**src/rtl/ofdm_mapper.sv**
```systemverilog
// ----------------------------------------------------------------------------
// ofdm_mapper
//
// 802.11a constellation mapper. Interleaved coded bytes arrive on an
// AXI-Stream slave, are appended to a 16-bit bit buffer (bit 0 first in
// time), and are consumed from the LSB end in N-bit groups (BPSK 1, QPSK 2,
// 16-QAM 4, 64-QAM 6). Each group is Gray-mapped to one complex I/Q point and
// presented on the AXI-Stream master through a single output register.
//
// The modulation comes from RATE bits [3:2], latched from s_axis_tuser only
// when a byte is accepted into an empty buffer. RATE bits [1:0] are carried
// through on m_axis_tuser.
//
// Optional feature (macro MAPPER_NORM_EN):
//   defined   - each odd-integer level is multiplied by the Q1.14 K_MOD unit
//               step for the modulation (16384/11585/5181/2528), truncated to
//               IQ_WIDTH.
//   undefined - I and Q carry the raw levels -7..+7 sign-extended to IQ_WIDTH.
//
// Parameters:
//   IQ_WIDTH       width of each signed I / Q component
//
// Ports:
//   aclk           clock
//   aresetn        asynchronous active-low reset
//   s_axis_tdata   interleaved coded bits, bit 0 first in time
//   s_axis_tuser   RATE field {R1,R2,R3,R4}, R1 at bit 3
//   s_axis_tvalid  input valid
//   s_axis_tready  input ready (buffer holds 8 bits or fewer)
//   m_axis_tdata   {Q, I}, two's complement, I in the low half
//   m_axis_tuser   rate in force for this symbol
//   m_axis_tvalid  output valid
//   m_axis_tready  output ready
// ----------------------------------------------------------------------------
module ofdm_mapper #(
    parameter int IQ_WIDTH = 16
) (
    input  logic                  aclk,
    input  logic                  aresetn,
    input  logic [7:0]            s_axis_tdata,
    input  logic [3:0]            s_axis_tuser,
    input  logic                  s_axis_tvalid,
    output logic                  s_axis_tready,
    output logic [2*IQ_WIDTH-1:0] m_axis_tdata,
    output logic [3:0]            m_axis_tuser,
    output logic                  m_axis_tvalid,
    input  logic                  m_axis_tready
);

    // ------------------------------------------------------------------
    // Level mapping and scaling helpers
    // ------------------------------------------------------------------
    function automatic logic signed [3:0] lvl_1b(input logic b);
        return b ? 4'sd1 : -4'sd1;
    endfunction

    // code is {b0, b1}; b0 is the first bit in time
    function automatic logic signed [3:0] lvl_2b(input logic [1:0] code);
        logic signed [3:0] lvl;
        case (code)
            2'b00:   lvl = -4'sd3;
            2'b01:   lvl = -4'sd1;
            2'b11:   lvl =  4'sd1;
            default: lvl =  4'sd3;
        endcase
        return lvl;
    endfunction

    // code is {b0, b1, b2}; b0 is the first bit in time
    function automatic logic signed [3:0] lvl_3b(input logic [2:0] code);
        logic signed [3:0] lvl;
        case (code)
            3'b000:  lvl = -4'sd7;
            3'b001:  lvl = -4'sd5;
            3'b011:  lvl = -4'sd3;
            3'b010:  lvl = -4'sd1;
            3'b110:  lvl =  4'sd1;
            3'b111:  lvl =  4'sd3;
            3'b101:  lvl =  4'sd5;
            default: lvl =  4'sd7;
        endcase
        return lvl;
    endfunction

`ifdef MAPPER_NORM_EN
    localparam int PW = IQ_WIDTH + 16;

    // Constant multiply by the Q1.14 unit step; result truncated to IQ_WIDTH.
    function automatic logic signed [IQ_WIDTH-1:0] scale_level(
        input logic signed [3:0] lvl,
        input logic        [1:0] mod
    );
        logic signed [PW-1:0] unit;
        logic signed [PW-1:0] prod;
        case (mod)
            2'b11:   unit = PW'(16384);
            2'b01:   unit = PW'(11585);
            2'b10:   unit = PW'(5181);
            default: unit = PW'(2528);
        endcase
        prod = PW'(lvl) * unit;
        return prod[IQ_WIDTH-1:0];
    endfunction
`else
    function automatic logic signed [IQ_WIDTH-1:0] scale_level(
        input logic signed [3:0] lvl
    );
        return IQ_WIDTH'(lvl);
    endfunction
`endif

    // ------------------------------------------------------------------
    // Stage p0: bit buffer, count and latched rate
    // ------------------------------------------------------------------
    logic [15:0]       bits_p0;
    logic [4:0]        cnt_p0;
    logic [3:0]        rate_p0;
    logic [1:0]        mod_p0;
    logic [4:0]        nbits_p0;
    logic signed [3:0] lvl_i_p0;
    logic signed [3:0] lvl_q_p0;
    logic signed [IQ_WIDTH-1:0] sym_i_p0;
    logic signed [IQ_WIDTH-1:0] sym_q_p0;

    logic        accept;
    logic        load;
    logic [4:0]  cnt_left;
    logic [15:0] bits_left;
    logic [4:0]  cnt_next;
    logic [15:0] bits_next;

    // Stage p1: output register
    logic                  vld_p1;
    logic [2*IQ_WIDTH-1:0] data_p1;
    logic [3:0]            user_p1;

    assign mod_p0 = rate_p0[3:2];

    always_comb begin
        case (mod_p0)
            2'b11:   nbits_p0 = 5'd1;
            2'b01:   nbits_p0 = 5'd2;
            2'b10:   nbits_p0 = 5'd4;
            default: nbits_p0 = 5'd6;
        endcase
    end

    always_comb begin
        lvl_i_p0 = '0;
        lvl_q_p0 = '0;
        case (mod_p0)
            2'b11: begin
                lvl_i_p0 = lvl_1b(bits_p0[0]);
            end
            2'b01: begin
                lvl_i_p0 = lvl_1b(bits_p0[0]);
                lvl_q_p0 = lvl_1b(bits_p0[1]);
            end
            2'b10: begin
                lvl_i_p0 = lvl_2b({bits_p0[0], bits_p0[1]});
                lvl_q_p0 = lvl_2b({bits_p0[2], bits_p0[3]});
            end
            default: begin
                lvl_i_p0 = lvl_3b({bits_p0[0], bits_p0[1], bits_p0[2]});
                lvl_q_p0 = lvl_3b({bits_p0[3], bits_p0[4], bits_p0[5]});
            end
        endcase
    end

`ifdef MAPPER_NORM_EN
    assign sym_i_p0 = scale_level(lvl_i_p0, mod_p0);
    assign sym_q_p0 = scale_level(lvl_q_p0, mod_p0);
`else
    assign sym_i_p0 = scale_level(lvl_i_p0);
    assign sym_q_p0 = scale_level(lvl_q_p0);
`endif

    assign s_axis_tready = aresetn && (cnt_p0 <= 5'd8);
    assign accept        = s_axis_tvalid && s_axis_tready;
    assign load          = (cnt_p0 >= nbits_p0) && (!vld_p1 || m_axis_tready);

    // Consume first, then append the new byte just above the surviving bits.
    // Accept is only possible with cnt_p0 <= 8, so the byte always fits.
    always_comb begin
        cnt_left  = load ? (cnt_p0 - nbits_p0) : cnt_p0;
        bits_left = load ? (bits_p0 >> nbits_p0) : bits_p0;
        cnt_next  = cnt_left;
        bits_next = bits_left;
        if (accept) begin
            cnt_next  = cnt_left + 5'd8;
            bits_next = bits_left | ({8'd0, s_axis_tdata} << cnt_left);
        end
    end

    always_ff @(posedge aclk or negedge aresetn) begin
        if (!aresetn) begin
            bits_p0 <= '0;
            cnt_p0  <= '0;
            rate_p0 <= '0;
        end else begin
            bits_p0 <= bits_next;
            cnt_p0  <= cnt_next;
            if (accept && (cnt_p0 == 5'd0))
                rate_p0 <= s_axis_tuser;
        end
    end

    // ------------------------------------------------------------------
    // Stage p1: output register, held stable while the sink stalls
    // ------------------------------------------------------------------
    always_ff @(posedge aclk or negedge aresetn) begin
        if (!aresetn) begin
            vld_p1  <= 1'b0;
            data_p1 <= '0;
            user_p1 <= '0;
        end else if (load) begin
            vld_p1  <= 1'b1;
            data_p1 <= {sym_q_p0, sym_i_p0};
            user_p1 <= rate_p0;
        end else if (m_axis_tready) begin
            vld_p1  <= 1'b0;
        end
    end

    assign m_axis_tvalid = vld_p1;
    assign m_axis_tdata  = data_p1;
    assign m_axis_tuser  = user_p1;

endmodule
```
**config.mk**
```make
export PLATFORM = sky130hd
export DESIGN_NAME = ofdm_mapper
export DESIGN_NICKNAME = d
export VERILOG_FILES = /design/src/rtl/ofdm_mapper.sv
export SDC_FILE = /design/constraint.sdc
export NUM_CORES = 1
export LEC_CHECK = 0
export ABC_CLOCK_PERIOD_IN_PS = 3750
export CAP_MARGIN = 20
export CORE_ASPECT_RATIO = 2
export CORE_MARGIN = 2
export CORE_UTILIZATION = 53
export DETAILED_ROUTE_END_ITERATION = 10
export GPL_TIMING_DRIVEN = 0
export PLACE_DENSITY = 0.92
export RECOVER_POWER = 25
export REMOVE_ABC_BUFFERS = 1
export SYNTH_ARGS = -nofsm -noshare
export SYNTH_HDL_FRONTEND = slang
export SYNTH_SLANG_ARGS = --single-unit
```
**constraint.sdc**
```tcl
create_clock -name aclk -period 3.75 [get_ports aclk]
set_input_delay 0.5625 -clock aclk [delete_from_list [all_inputs] [get_ports aclk]]
set_output_delay 0.5625 -clock aclk [all_outputs]
set_load 0.01 [all_outputs]
```
==> results.json, run 1 <==
{
  "start_util_pct": 55.1,
  "io_buffers": 53,
  "vias_per_cell": 6.45,
  "synth_edf_count": 0,
  "drc": 0,
  "fin_util_pct": 65.3,
  "cp_max_fo": 29,
  "gp_congestion": 0.890,
  "r2r_slack_ns": 0.21,
  "cts_hold_buf": 0,
  "critPathRequiredTime_ns": 3.93,
  "end_kind": "flop",
  "r2r-end": "bits_p0[12]",
  "antenna_found_initial": 0,
  "clk_path_buf_depth": 2,
  "synth.distinct_cells": 60,
  "die_w_um": 57.3,
  "finalSetupViolCount": 0,
  "tightest_slew_ns": 0.868,
  "drv_cap": 0,
  "stdcell_area_um2": 3570,
  "grt_pass1_vias": 2648,
  "stdcell_count": 420,
  "relSlewSlack_pct": 42.1,
  "drt_iter0_drc": 120,
  "critical-path-top-delay-family": "simple AND/OR/NAND/NOR gates",
  "regArea_um2": 953,
  "final-max-slew-violation-count": 0,
  "crit_slowest_cell": "dfrtp_2",
  "layout_commonest_cell": "clkdlybuf4s50_1",
  "r2r_cells": 11,
  "synth-async-reset-ratio_pct": 100,
  "grt_max_degree": 40,
  "skew_ns": 0.00569,
  "cp_num_buf_inv": 2,
  "grt_usage_pct": 26.5,
  "ys_ff_latch": 38,
  "rr_startpoint": "rate_p0[2]",
  "grt_overflow_total": 0,
  "ios": 54,
  "arrival_ns": 3.72,
  "p_leak_uw": 0.00141,
  "post-route-period-util_pct": 94.5,
  "syn-instance-count": 334,
  "dpl.cell_count": 408,
  "worst_path_largest_cell_delay_ns": 0.62,
  "core_um2": 5470,
  "worstSetupPathType": "flop to flop",
  "cts_buffers": 5,
  "htree_levels": 2,
  "multi_input_area_um2": 1770,
  "hold_viol": 0,
  "nNetsFinal": 382,
  "avgSynthCellArea_um2": 9.02,
  "clockRootBuffer": "clkbuf_8",
  "rsz0062_at_grt": "no",
  "crit_chain": "and2_1, ha_1, nor2b_2, o311a_1, a21boi_4, buf_8, mux2i_4, clkinvlp_4, and4_1, nor3_2, o221ai_1",
  "placed_cell_area_um2": 3410,
  "ant_nets": 0,
  "clkSinkCount": 38,
  "status": "finished, final reports clean",
  "rows": 38,
  "path_clk_slew_ns": 0.08,
  "insertion_delay_ns": 0.31,
  "max-vdd-ir-drop_uv": 808,
  "netlist_area_um2": 3010,
  "synth_ff_type": "dfrtp_1",
  "fmaxAchievable_mhz": 282,
  "yosysSeqAreaShare_pct": 31.6,
  "finalWirelength_um": 7850,
  "yosysWarnings": 0,
  "vias": 2708,
  "die_height_um": 111,
  "hp-class": "input port to asynchronous set/reset pin",
  "syn_to_final_growth_pct": 18.4,
  "start_kind": "flop",
  "p_per_area_nw_per_um2": 1110,
  "wl_per_cell_um": 18.7,
  "drive_gt1_share_pct": 17.5,
  "most-common-layout-cells": "clkdlybuf4s50_1, nand2_1, dfrtp_1, nor2_1, a21oi_1",
  "place_hpwl_um": 5920,
  "dieArea_um2": 6340,
  "diodes": 0,
  "fill_cells": 443,
  "grt_pass1_wl_um": 13000,
  "cts_tree": "built",
  "min_period_ns": 3.54,
  "dr.pass1.iters": 4
}
[synth_stat cells (all sizes together), types with 7 or more instances]
cell type  count  area [um2]
nand3         13        65.1
dfrtp         38         951
mux2          10         113
buf           33         231
mux2i          8        96.3
o21ai         18        90.1
mux4          10         225
ha             7        87.6
nor2          29         116
o221ai         7        67.6
o211ai        13        97.6
clkbuf         9        33.8
a21oi         20         111
nand2         44         165
inv           16        60.1
[metrics by stage]
stage	setup TNS, ns	worst slack, ns	total power (uW)	hold WS [ns]
global route	0	0.0413	4250	0.436
floorplan	-2.32	-0.407	2530	0.267
finish	0	0.207	3970	0.359
detailed placement	-8.92	-1.04	3480	0.451
global placement	-30.49	-1.54	3330	0.445
CTS	0	0.0172	3900	0.389
[state kept, by name, indices dropped and copies added, names as in the netlist]
name and cells:
rate_p0 4, m_axis_tvalid 1, bits_p0 16, m_axis_tuser 4, m_axis_tdata 8, cnt_p0 5
[layer usage]
metal	track usage, %	vias up	part of all wire [%]
li1	-	1250	-
met1	28.1	1279	35
met2	46.2	135	53
met3	4.80	44	4.7
met4	16.9	0	6.8
met5	0	-	0
[area by class of cell]
type                            instances  share of cell area [%]
Timing Repair Buffer                   60                    17.2
Inverter                               16                    1.79
Clock buffer                            6                    2.31
Clock inverter                          2                   0.351
Tap cell                               60                    2.10
Multi-Input combinational cell        238                    49.5
Sequential cell                        38                    26.7
[kinds of logic after synthesis]
family          Yosys count  share of synthesized area, %
compound gates           90                          22.1
flops                    38                          31.6
simple gates            106                          15.9
mux                      28                          14.4
buf+inv                  58                          10.8
xor+xnor                  7                          2.28
fa+ha+maj                 7                          2.91
[repair_timing]
action,4_1_cts,5_1_grt
pin swaps,0,0
gates resized for setup,7,1
endpoints found under the setup margin,17,11
setup buffers,2,2
[worst max-delay path by stage]
stage	depth (start not counted)	slack (ns)	to	from
final	11	0.21	bits_p0[12]	rate_p0[2]
after global routing	12	0.04	bits_p0[9]	rate_p0[2]
after CTS	11	0.02	bits_p0[12]	rate_p0[2]
after detailed placement	11	-1.04	bits_p0[12]	rate_p0[2]
after global placement	10	-1.54	bits_p0[12]	rate_p0[3]
after floorplan	10	-0.41	bits_p0[12]	rate_p0[3]
[power by group]
group | total [uW] | internal, uW | switching (uW) | leakage [uW]
Clock | 313 | 148 | 165 | 0.0000472
Combinational | 2780 | 1260 | 1520 | 0.000890
Sequential | 881 | 589 | 293 | 0.000475
Total | 3970 | 2000 | 1970 | 0.00141
Note: power is estimated with default switching activity, not from simulation.
==> run 2: changes to the inputs <==
--- a/config.mk
+++ b/config.mk
@@ -12,6 +12,7 @@
 export CORE_UTILIZATION = 53
 export DETAILED_ROUTE_END_ITERATION = 10
 export GPL_TIMING_DRIVEN = 0
+export HOLD_SLACK_MARGIN = 0.1
 export PLACE_DENSITY = 0.92
 export RECOVER_POWER = 25
 export REMOVE_ABC_BUFFERS = 1
==> results of run 2 <==
No change in the layout: final DEF, timing and power equal those of run 1.
==> run 3: changes to the inputs <==
==> constraint.sdc (replaced) <==
create_clock -name aclk -period 3.75 [get_ports aclk]
set_input_delay 0.75 -clock aclk [delete_from_list [all_inputs] [get_ports aclk]]
set_output_delay 0.75 -clock aclk [all_outputs]
set_load 0.01 [all_outputs]
==> results of run 3 <==
The final DEF is identical to that of run 1. Status: finished, final reports clean.
Among the figures that moved: hold slack 0.359 ns -> 0.469 ns
